## src/rtl/uart_rx_cfg.sv

```systemverilog
// rtl/uart_rx_cfg.sv - oversampling UART receiver with configurable data bits, parity and stop bits
// Line is sampled at mid-bit; outputs update together with a one-clk data_valid pulse.
module uart_rx_cfg #(
    parameter int DATA_BITS  = 8,
    parameter int OVERSAMPLE = 16,
    parameter int PARITY     = 0,
    parameter int STOP_BITS  = 1
) (
    input  logic                 clk,
    input  logic                 rst_n,
    input  logic                 sample_tick,
    input  logic                 rx,
    output logic [DATA_BITS-1:0] data_out,
    output logic                 data_valid,
    output logic                 parity_err,
    output logic                 frame_err,
    output logic                 break_det
);

    localparam int CW = $clog2(OVERSAMPLE);
    localparam logic [CW-1:0] CNT_LAST  = CW'(OVERSAMPLE - 1);
    localparam logic [CW-1:0] CNT_MID   = CW'(OVERSAMPLE / 2 - 1);
    localparam logic [3:0]    DATA_LAST = 4'(DATA_BITS - 1);
    localparam logic [3:0]    STOP_LAST = 4'(STOP_BITS - 1);
    localparam logic          PAR_ODD   = (PARITY == 1);

    typedef enum logic [2:0] {
        S_IDLE   = 3'd0,
        S_START  = 3'd1,
        S_DATA   = 3'd2,
        S_PARITY = 3'd3,
        S_STOP   = 3'd4
    } state_t;

    state_t                 state_q, state_d;
    logic                   rx_meta_q, rx_s_q;
    logic                   armed_q, armed_d;
    logic [CW-1:0]          cnt_q, cnt_d;
    logic [3:0]             idx_q, idx_d;
    logic [DATA_BITS-1:0]   shift_q, shift_d;
    logic                   par_q, par_d;
    logic                   ferr_q, ferr_d;
    logic                   frame_done;
    logic                   ferr_final;

    logic [DATA_BITS-1:0]   data_out_q, data_out_d;
    logic                   valid_q, valid_d;
    logic                   parity_err_q, parity_err_d;
    logic                   frame_err_q, frame_err_d;
    logic                   break_q, break_d;

    always_ff @(posedge clk or negedge rst_n) begin
        if (!rst_n) begin
            rx_meta_q    <= 1'b1;
            rx_s_q       <= 1'b1;
            state_q      <= S_IDLE;
            armed_q      <= 1'b0;
            cnt_q        <= '0;
            idx_q        <= '0;
            shift_q      <= '0;
            par_q        <= 1'b0;
            ferr_q       <= 1'b0;
            data_out_q   <= '0;
            valid_q      <= 1'b0;
            parity_err_q <= 1'b0;
            frame_err_q  <= 1'b0;
            break_q      <= 1'b0;
        end else begin
            rx_meta_q    <= rx;
            rx_s_q       <= rx_meta_q;
            state_q      <= state_d;
            armed_q      <= armed_d;
            cnt_q        <= cnt_d;
            idx_q        <= idx_d;
            shift_q      <= shift_d;
            par_q        <= par_d;
            ferr_q       <= ferr_d;
            data_out_q   <= data_out_d;
            valid_q      <= valid_d;
            parity_err_q <= parity_err_d;
            frame_err_q  <= frame_err_d;
            break_q      <= break_d;
        end
    end

    always_comb begin
        state_d    = state_q;
        armed_d    = armed_q;
        cnt_d      = cnt_q;
        idx_d      = idx_q;
        shift_d    = shift_q;
        par_d      = par_q;
        ferr_d     = ferr_q;
        frame_done = 1'b0;
        ferr_final = ferr_q;
        if (sample_tick) begin
            case (state_q)
                S_IDLE: begin
                    if (armed_q && !rx_s_q) begin
                        state_d = S_START;
                        cnt_d   = '0;
                    end else if (rx_s_q) begin
                        armed_d = 1'b1;
                    end
                end
                S_START: begin
                    if (cnt_q == CNT_MID) begin
                        cnt_d = '0;
                        if (!rx_s_q) begin
                            state_d = S_DATA;
                            idx_d   = '0;
                            par_d   = 1'b0;
                            ferr_d  = 1'b0;
                        end else begin
                            state_d = S_IDLE;
                            armed_d = 1'b1;
                        end
                    end else begin
                        cnt_d = cnt_q + 1'b1;
                    end
                end
                S_DATA: begin
                    if (cnt_q == CNT_LAST) begin
                        cnt_d = '0;
                        for (int i = 0; i < DATA_BITS; i++) begin
                            if (idx_q == 4'(i)) shift_d[i] = rx_s_q;
                        end
                        if (idx_q == DATA_LAST) begin
                            idx_d   = '0;
                            state_d = (PARITY != 0) ? S_PARITY : S_STOP;
                        end else begin
                            idx_d = idx_q + 4'd1;
                        end
                    end else begin
                        cnt_d = cnt_q + 1'b1;
                    end
                end
                S_PARITY: begin
                    if (cnt_q == CNT_LAST) begin
                        cnt_d   = '0;
                        par_d   = rx_s_q;
                        idx_d   = '0;
                        state_d = S_STOP;
                    end else begin
                        cnt_d = cnt_q + 1'b1;
                    end
                end
                S_STOP: begin
                    if (cnt_q == CNT_LAST) begin
                        cnt_d      = '0;
                        ferr_final = ferr_q | ~rx_s_q;
                        ferr_d     = ferr_final;
                        if (idx_q == STOP_LAST) begin
                            idx_d      = '0;
                            state_d    = S_IDLE;
                            armed_d    = ~ferr_final;
                            frame_done = 1'b1;
                        end else begin
                            idx_d = idx_q + 4'd1;
                        end
                    end else begin
                        cnt_d = cnt_q + 1'b1;
                    end
                end
                default: begin
                    state_d = S_IDLE;
                    armed_d = 1'b0;
                    cnt_d   = '0;
                    idx_d   = '0;
                end
            endcase
        end
    end

    // Results are captured on the edge that takes the last stop sample.
    always_comb begin
        data_out_d   = data_out_q;
        parity_err_d = parity_err_q;
        frame_err_d  = frame_err_q;
        break_d      = break_q;
        valid_d      = 1'b0;
        if (frame_done) begin
            valid_d      = 1'b1;
            data_out_d   = shift_q;
            parity_err_d = (PARITY != 0) && ((^shift_q ^ par_q) != PAR_ODD);
            frame_err_d  = ferr_final;
            break_d      = (shift_q == '0) && !par_q && ferr_final;
        end
    end

    assign data_out   = data_out_q;
    assign data_valid = valid_q;
    assign parity_err = parity_err_q;
    assign frame_err  = frame_err_q;
    assign break_det  = break_q;

endmodule

```

## config.mk

```make
export PLATFORM = sky130hd
export DESIGN_NAME = uart_rx_cfg
export DESIGN_NICKNAME = d
export VERILOG_FILES = /design/src/rtl/uart_rx_cfg.sv
export SDC_FILE = /design/constraint.sdc
export NUM_CORES = 1
export LEC_CHECK = 0
export ABC_AREA = 1
export CAP_MARGIN = 20
export CORE_MARGIN = 8
export CORE_UTILIZATION = 45
export CTS_CLUSTER_DIAMETER = 120
export CTS_CLUSTER_SIZE = 30
export DETAILED_ROUTE_END_ITERATION = 16
export PLACE_DENSITY = 0.76
export SLEW_MARGIN = 15
export SYNTH_ARGS = -nofsm -noshare
export SYNTH_HDL_FRONTEND = slang
export SYNTH_SLANG_ARGS = --single-unit
export TNS_END_PERCENT = 20
```

## constraint.sdc

```tcl
create_clock -name clk -period 2.75 [get_ports clk]
set_input_delay 0.4125 -clock clk [delete_from_list [all_inputs] [get_ports clk]]
set_output_delay 0.4125 -clock clk [all_outputs]
set_load 0.02 [all_outputs]
```

==> metrics.md, run 1 <==
| Metric | Value |
|---|---|
| Crit-path cells | `inv_1 > ha_1 > nand2_1 > inv_1 > nand3_4 > clkinv_2 > nand3_1 > nand2_1` |
| Reg-to-reg startpoint | `idx_q[0]` |
| Site Rows | `23` |
| Via density | `5.17` |
| Final TNS setup | `0 ps` |
| Yosys cell types | `27` |
| Worst skew pair latency | `290 ps` |
| CTS H-tree depth | `2` |
| Worst Setup Start Kind | `flip-flop` |
| CTS Root Cell | `clkbuf_8` |
| Max Clock Skew | `9.21 ps` |
| Pwr/cell area | `686 nW/µm²` |
| Synth Cell Area | `1900 µm²` |
| Final #Nets | `268` |
| Final wirelength | `3840 µm` |
| Synth area leaders | `dfrtp_1 (43%), nand2_1 (17%), nand3_1 (5.3%)` |
| Longest Clk Path Bufs | `2` |
| Sequential share of the synthesized area | `0.462` |
| Most frequent cells in the layout | `nand2_1 (85), dfrtp_1 (33), inv_1 (22), nand3_1 (20), o21ai_0 (18)` |
| # fillers | `390` |
| CTS tree | `yes` |
| Crit path to | `break_det` |
| Status | `finished, final reports clean` |
| Slew Limit Fails | `0` |
| Total track usage | `0.124` |
| Max-cap violations | `0` |
| Setup-failing EPs final | `0` |
| F_max | `595 MHz` |
| Max incr delay on CP | `460 ps` |
| Register bit count reported by yosys | `35` |
| Die Span Y | `81.0 µm` |
| Top-area cell type share of the netlist area | `0.435` |
| Num CTS Buffers | `5` |
| Synthesized Nets | `250` |
| Synth Area per Inst | `7.88 µm²` |
| Worst-path maximum fanout | `15` |
| Critical Path RT | `2930 ps` |
| Mapped Cells | `241` |
| Setup bufs post-CTS | `0` |
| Number of port buffers | `14` |
| GPL Wtd Cong | `0.832` |
| Fin crit period | `1680 ps` |
| Initial antenna violation count | `0` |
| Total congestion overflow | `0` |
| Setup CP Type | `reg2reg` |
| Post-cts sizing count | `0` |
| Total core area | `4030 µm²` |
| Initial DRC Count | `58` |
| FF-to-FF path depth | `8` |
| WP depth | `8` |
| R2R Path End | `break_det` |
| Area after DPL | `2080 µm²` |
| Vias in the first global route | `1507` |
| Slowest cell on crit path | `dfrtp_1` |
| Initial core utilization | `0.471` |
| Worst path bufs/invs | `3` |
| N_diodes | `0` |
| Final hold vios | `0` |
| Layout cells sized above 1 | `0.112` |
| Drt wl/cell | `12.4 µm` |
| Dpl cells | `302` |
| RSZ-0062 raised after global routing | `false` |
| Syn-to-layout area delta | `14.2%` |
| Critical Path AT | `1860 ps` |
| Final ANT Viol Nets | `0` |
| Pin count of the biggest net entering global routing | `36` |
| Syn. warnings | `0` |
| Dominant cell type by area after synthesis | `dfrtp_1` |
| Worst Setup SP | `idx_q[0]` |
| TritonRoute pass-1 iters | `4` |
| Crit share post-route | `0.611` |
| Hold Path Class | `reg2reg` |
| Die area | `6560 µm²` |
| Clock Sinks | `35` |
| First-pass GRT wire length | `6510 µm` |
| Power, Total | `1.49 mW` |
| Ports | `16` |
| Non-Filler Instances | `310` |
| Reg2Reg Setup Slack | `1070 ps` |
| Worst setup EP type | `flip-flop` |
| Crit-path leading delay family | `simple AND/OR/NAND/NOR gates` |
| # DRC | `0` |
| HPWL after DPL | `2830 µm` |
| Clock-pin slew on the worst setup and hold paths | `70 ps` |
| Commonest non-fill, non-tap cell in the layout | `nand2_1` |
| Worst hold slack | `362 ps` |
| P_leak | `1.08 nW` |
| Die extent in x | `81.0 µm` |
| Vias post-DR | `1603` |
| Finished Cell Area | `2170 µm²` |
| VDD IR max | `0.000298 V` |
| Hold Buf Count CTS | `0` |
==> registers in the layout, indices dropped and copies added (netlist names) <==
signal and cells:
frame_err 1, rx_s_q 1, rx_meta_q 1, break_det 1
armed_q 1, shift_q 8, ferr_q 1, par_q 1
cnt_q 4, data_valid 1, data_out 8, idx_q 4
state_q 3
==> worst register-to-register path, stage by stage (launching register included) <==
cell and delay (ps):
dfrtp_1 460, inv_1 130, ha_1 230, nand2_1 160, inv_1 110, nand3_4 190
clkinv_2 140, nand3_1 100, nand2_1 50
==> how the worst min path moves through the flow <==
stage / start / to / slack [ps] / cells past startpoint
global route: rx_meta_q / rx_s_q / 370 / 0
CTS: rx_meta_q / rx_s_q / 360 / 0
global placement: rx_meta_q / rx_s_q / 350 / 0
finish: rx_meta_q / rx_s_q / 360 / 0
detailed placement: rx_meta_q / rx_s_q / 350 / 0
floorplan: rst_n / armed_q / 120 / 0
==> Yosys cell counts <==
cell	instances
o21ai_0	18
clkinv_2	1
nor2_1	13
nor3_1	1
nand4_1	11
nor2_4	2
a31oi_1	1
nand3_4	2
ha_1	5
nand3_2	1
nor2_8	1
buf_6	1
dfrtp_1	33
inv_2	3
buf_2	1
buf_4	2
o21a_1	1
nor2_2	3
nand2_2	2
conb_1	1
nand2_1	85
a21oi_1	2
o21ai_2	4
inv_1	22
o21ai_1	3
dfstp_2	2
nand3_1	20
==> cell type report <==
class | count | area, µm² | share of cell area
flip-flops and latches | 35 | 878 | 0.405
repair buffers | 15 | 148 | 0.0681
multi-input cells | 176 | 891 | 0.411
clock inverters | 1 | 5.00 | 0.00231
well taps | 50 | 62.6 | 0.0288
clock buffers | 7 | 86.3 | 0.0398
inverters | 26 | 98.8 | 0.0456
==> layer usage <==
| layer | up-vias | part of all wire | GRT usage |
|---|---|---|---|
| met3 | 7 | 0.042 | 0.0309 |
| met4 | 0 | 0.019 | 0.0625 |
| li1 | 813 | - | - |
| met1 | 759 | 0.46 | 0.142 |
| met2 | 24 | 0.48 | 0.209 |
| met5 | - | 0 | 0 |
==> logic make-up (layout without fill, tap and decap cells) <==
| logic type | count (synthesis) | in the layout | synth area share |
|---|---|---|---|
| simple gates | 141 | 141 | 0.348 |
| buf+inv | 30 | 49 | 0.0685 |
| flops | 35 | 35 | 0.462 |
| fa+ha+maj | 5 | 5 | 0.0329 |
| other cells | 1 | 1 | 0.00197 |
| compound gates | 29 | 29 | 0.0863 |
==> stage by stage <==
stage	setup WS, ps	util
floorplan	1360	-
global placement	975	0.516
detailed placement	950	0.516
CTS	1050	0.539
global route	908	0.539
finish	1070	0.539
==> report_power, final <==
part           internal (mW)  leakage (nW)  total, mW  switching (mW)
clock network          0.202        0.0482      0.384           0.182
logic                  0.138         0.555      0.467           0.328
registers              0.564         0.476      0.638          0.0733
No activity file was read; power rests on OpenSTA's default activity.
==> inputs of run 2 (changes only) <==
--- a/config.mk
+++ b/config.mk
@@ -12,7 +12,7 @@
 export CTS_CLUSTER_DIAMETER = 120
 export CTS_CLUSTER_SIZE = 30
 export DETAILED_ROUTE_END_ITERATION = 16
-export PLACE_DENSITY = 0.76
+export PLACE_DENSITY = 0.78
 export SLEW_MARGIN = 15
 export SYNTH_ARGS = -nofsm -noshare
 export SYNTH_HDL_FRONTEND = slang
==> constraint.sdc (replaced) <==
create_clock -name clk -period 1.4 [get_ports clk]
set_input_delay 0.21 -clock clk [delete_from_list [all_inputs] [get_ports clk]]
set_output_delay 0.21 -clock clk [all_outputs]
set_load 0.02 [all_outputs]
==> run 2 against run 1 <==
- the flow now finishes with violations (setup timing)
- first-iteration DRC count grew 130%
- hold slack lost 72 ps
- combinational power grew to 3.5 times the previous value
- largest power group is now combinational cells
- highest routed layer unchanged
==> metrics.md, run 2 (synthesized netlist as in run 1, its figures left out) <==
| Metric | Value |
|---|---|
| Area after DPL | `2310 µm²` |
| CTS H-tree depth | `2` |
| Critical Path RT | `1570 ps` |
| Pin count of the biggest net entering global routing | `36` |
| Max Clock Skew | `7.95 ps` |
| Die extent in x | `81.0 µm` |
| Ports | `16` |
| Initial core utilization | `0.471` |
| GPL Wtd Cong | `0.874` |
| N_diodes | `0` |
| Die area | `6560 µm²` |
| Fin crit period | `1410 ps` |
| Slowest cell on crit path | `dfrtp_1` |
| Dpl cells | `331` |
| Status | `complete, but fails checks` |
| F_max | `707 MHz` |
| Initial antenna violation count | `0` |
| Crit share post-route | `1.01` |
| Setup-failing EPs final | `1` |
| Power, Total | `3.69 mW` |
| Drt wl/cell | `13.6 µm` |
| R2R Path End | `shift_q[5]` |
| Max-cap violations | `0` |
| Site Rows | `23` |
| RSZ-0062 raised after global routing | `true` |
| Number of port buffers | `14` |
| Finished Cell Area | `2630 µm²` |
| VDD IR max | `0.000996 V` |
| Setup CP Type | `reg2reg` |
| FF-to-FF path depth | `7` |
| Via density | `5.21` |
| Layout cells sized above 1 | `0.324` |
| Vias in the first global route | `1744` |
| Initial DRC Count | `136` |
| Slew Limit Fails | `0` |
| Worst-path maximum fanout | `8` |
| Hold Path Class | `in2async` |
| Clock-pin slew on the worst setup and hold paths | `70 ps` |
| Final hold vios | `0` |
| Final #Nets | `307` |
| Crit-path cells | `ha_4 > nand3_4 > nor2_8 > buf_6 > nand4_1 > nand2_1 > o21ai_0` |
| Worst Setup Start Kind | `flip-flop` |
| Final worst slack | `-14.8 ps` |
| Core Util, Final | `0.652` |
| Total core area | `4030 µm²` |
| Final ANT Viol Nets | `0` |
| Final TNS setup | `-14.8 ps` |
| Non-Filler Instances | `349` |
| Vias post-DR | `1817` |
| CTS Root Cell | `clkbuf_8` |
| # fillers | `311` |
| Crit path to | `shift_q[5]` |
| Pwr/cell area | `1410 nW/µm²` |
| Syn-to-layout area delta | `38.2%` |
| HPWL after DPL | `3070 µm` |
| Worst skew pair latency | `290 ps` |
| P_leak | `1.34 nW` |
| TritonRoute pass-1 iters | `4` |
| Reg-to-reg startpoint | `cnt_q[1]` |
| Die Span Y | `81.0 µm` |
| # DRC | `0` |
| Total track usage | `0.148` |
| Total congestion overflow | `0` |
| Worst hold slack | `290 ps` |
| Clock Sinks | `35` |
| Hold Buf Count CTS | `0` |
| Final wirelength | `4740 µm` |
| Most frequent cells in the layout | `nand2_1 (74), buf_4 (33), dfrtp_1 (30), nand3_1 (18), inv_1 (16)` |
| Failing checks | `setup timing` |
| Longest Clk Path Bufs | `2` |
| Worst Setup SP | `cnt_q[1]` |
| Worst setup EP type | `flip-flop` |
| CTS tree | `yes` |
| Reg2Reg Setup Slack | `-10 ps` |
| Max incr delay on CP | `400 ps` |
| Commonest non-fill, non-tap cell in the layout | `nand2_1` |
| First-pass GRT wire length | `7730 µm` |
| Critical Path AT | `1580 ps` |
| Pre-CTS setup slack | `-166 ps` |
| Num CTS Buffers | `5` |
-- run 2: cell types whose count changed in the layout (fill, tap and decap cells not counted), moves of 4 or more --
cell and delta:
buf_4 +32, clkdlybuf4s50_1 -11, dlygate4sd2_1 +11, nand2_1 -11, nand2_2 +9, inv_1 -6
inv_2 +5, buf_6 +4, nor2_1 -4, o21ai_0 -4, o21ai_1 +4
-- run 2: area by class of cell --
| class | count | area, µm² | area share |
|---|---|---|---|
| clock buffers | 8 | 100 | 0.0381 |
| well taps | 50 | 62.6 | 0.0238 |
| inverters | 26 | 103 | 0.0391 |
| repair buffers | 53 | 459 | 0.175 |
| multi-input cells | 177 | 1020 | 0.388 |
| flip-flops and latches | 35 | 882 | 0.336 |
-- run 2: critical path: cells and delay by family (launching register included) --
family,cells,cell delay (ps)
AOI/OAI and AO/OA,1,70
and+or+nand+nor,4,510
buffers and inverters,1,140
adders and majority gates,1,170
DFF,1,400
-- run 2: per-layer routing --
metal  share of wire  vias up  GRT usage
li1                -      899          -
met1            0.41      842      0.175
met2            0.50       59      0.251
met3           0.059       17     0.0386
met4           0.033        0     0.0571
met5               0        -          0
-- run 2: worst min-delay path by stage --
stage / start / to / slack [ps] / cells after the start
3_3_place_gp: rx_meta_q / rx_s_q / 350 / 0
4_1_cts: rst_n / shift_q[6] / 290 / 2
5_1_grt: rst_n / shift_q[4] / 300 / 2
6_report: rst_n / shift_q[4] / 290 / 2
3_5_place_dp: rx_meta_q / rx_s_q / 360 / 0
2_1_floorplan: rst_n / armed_q / -90 / 0
-- run 2: repair_timing --
item / 4_1_cts / 5_1_grt
resized for setup: 17 / 42
setup buffers: 5 / 4
endpoints found under the setup margin: 29 / 30
cloned: 1 / 0
pin swaps: 2 / 9
-- run 2: report_power, final --
| group | internal, mW | switching (mW) | leakage [nW] |
|---|---|---|---|
| combinational | 0.712 | 0.919 | 0.813 |
| sequential | 1.12 | 0.135 | 0.472 |
| clock | 0.449 | 0.361 | 0.0515 |
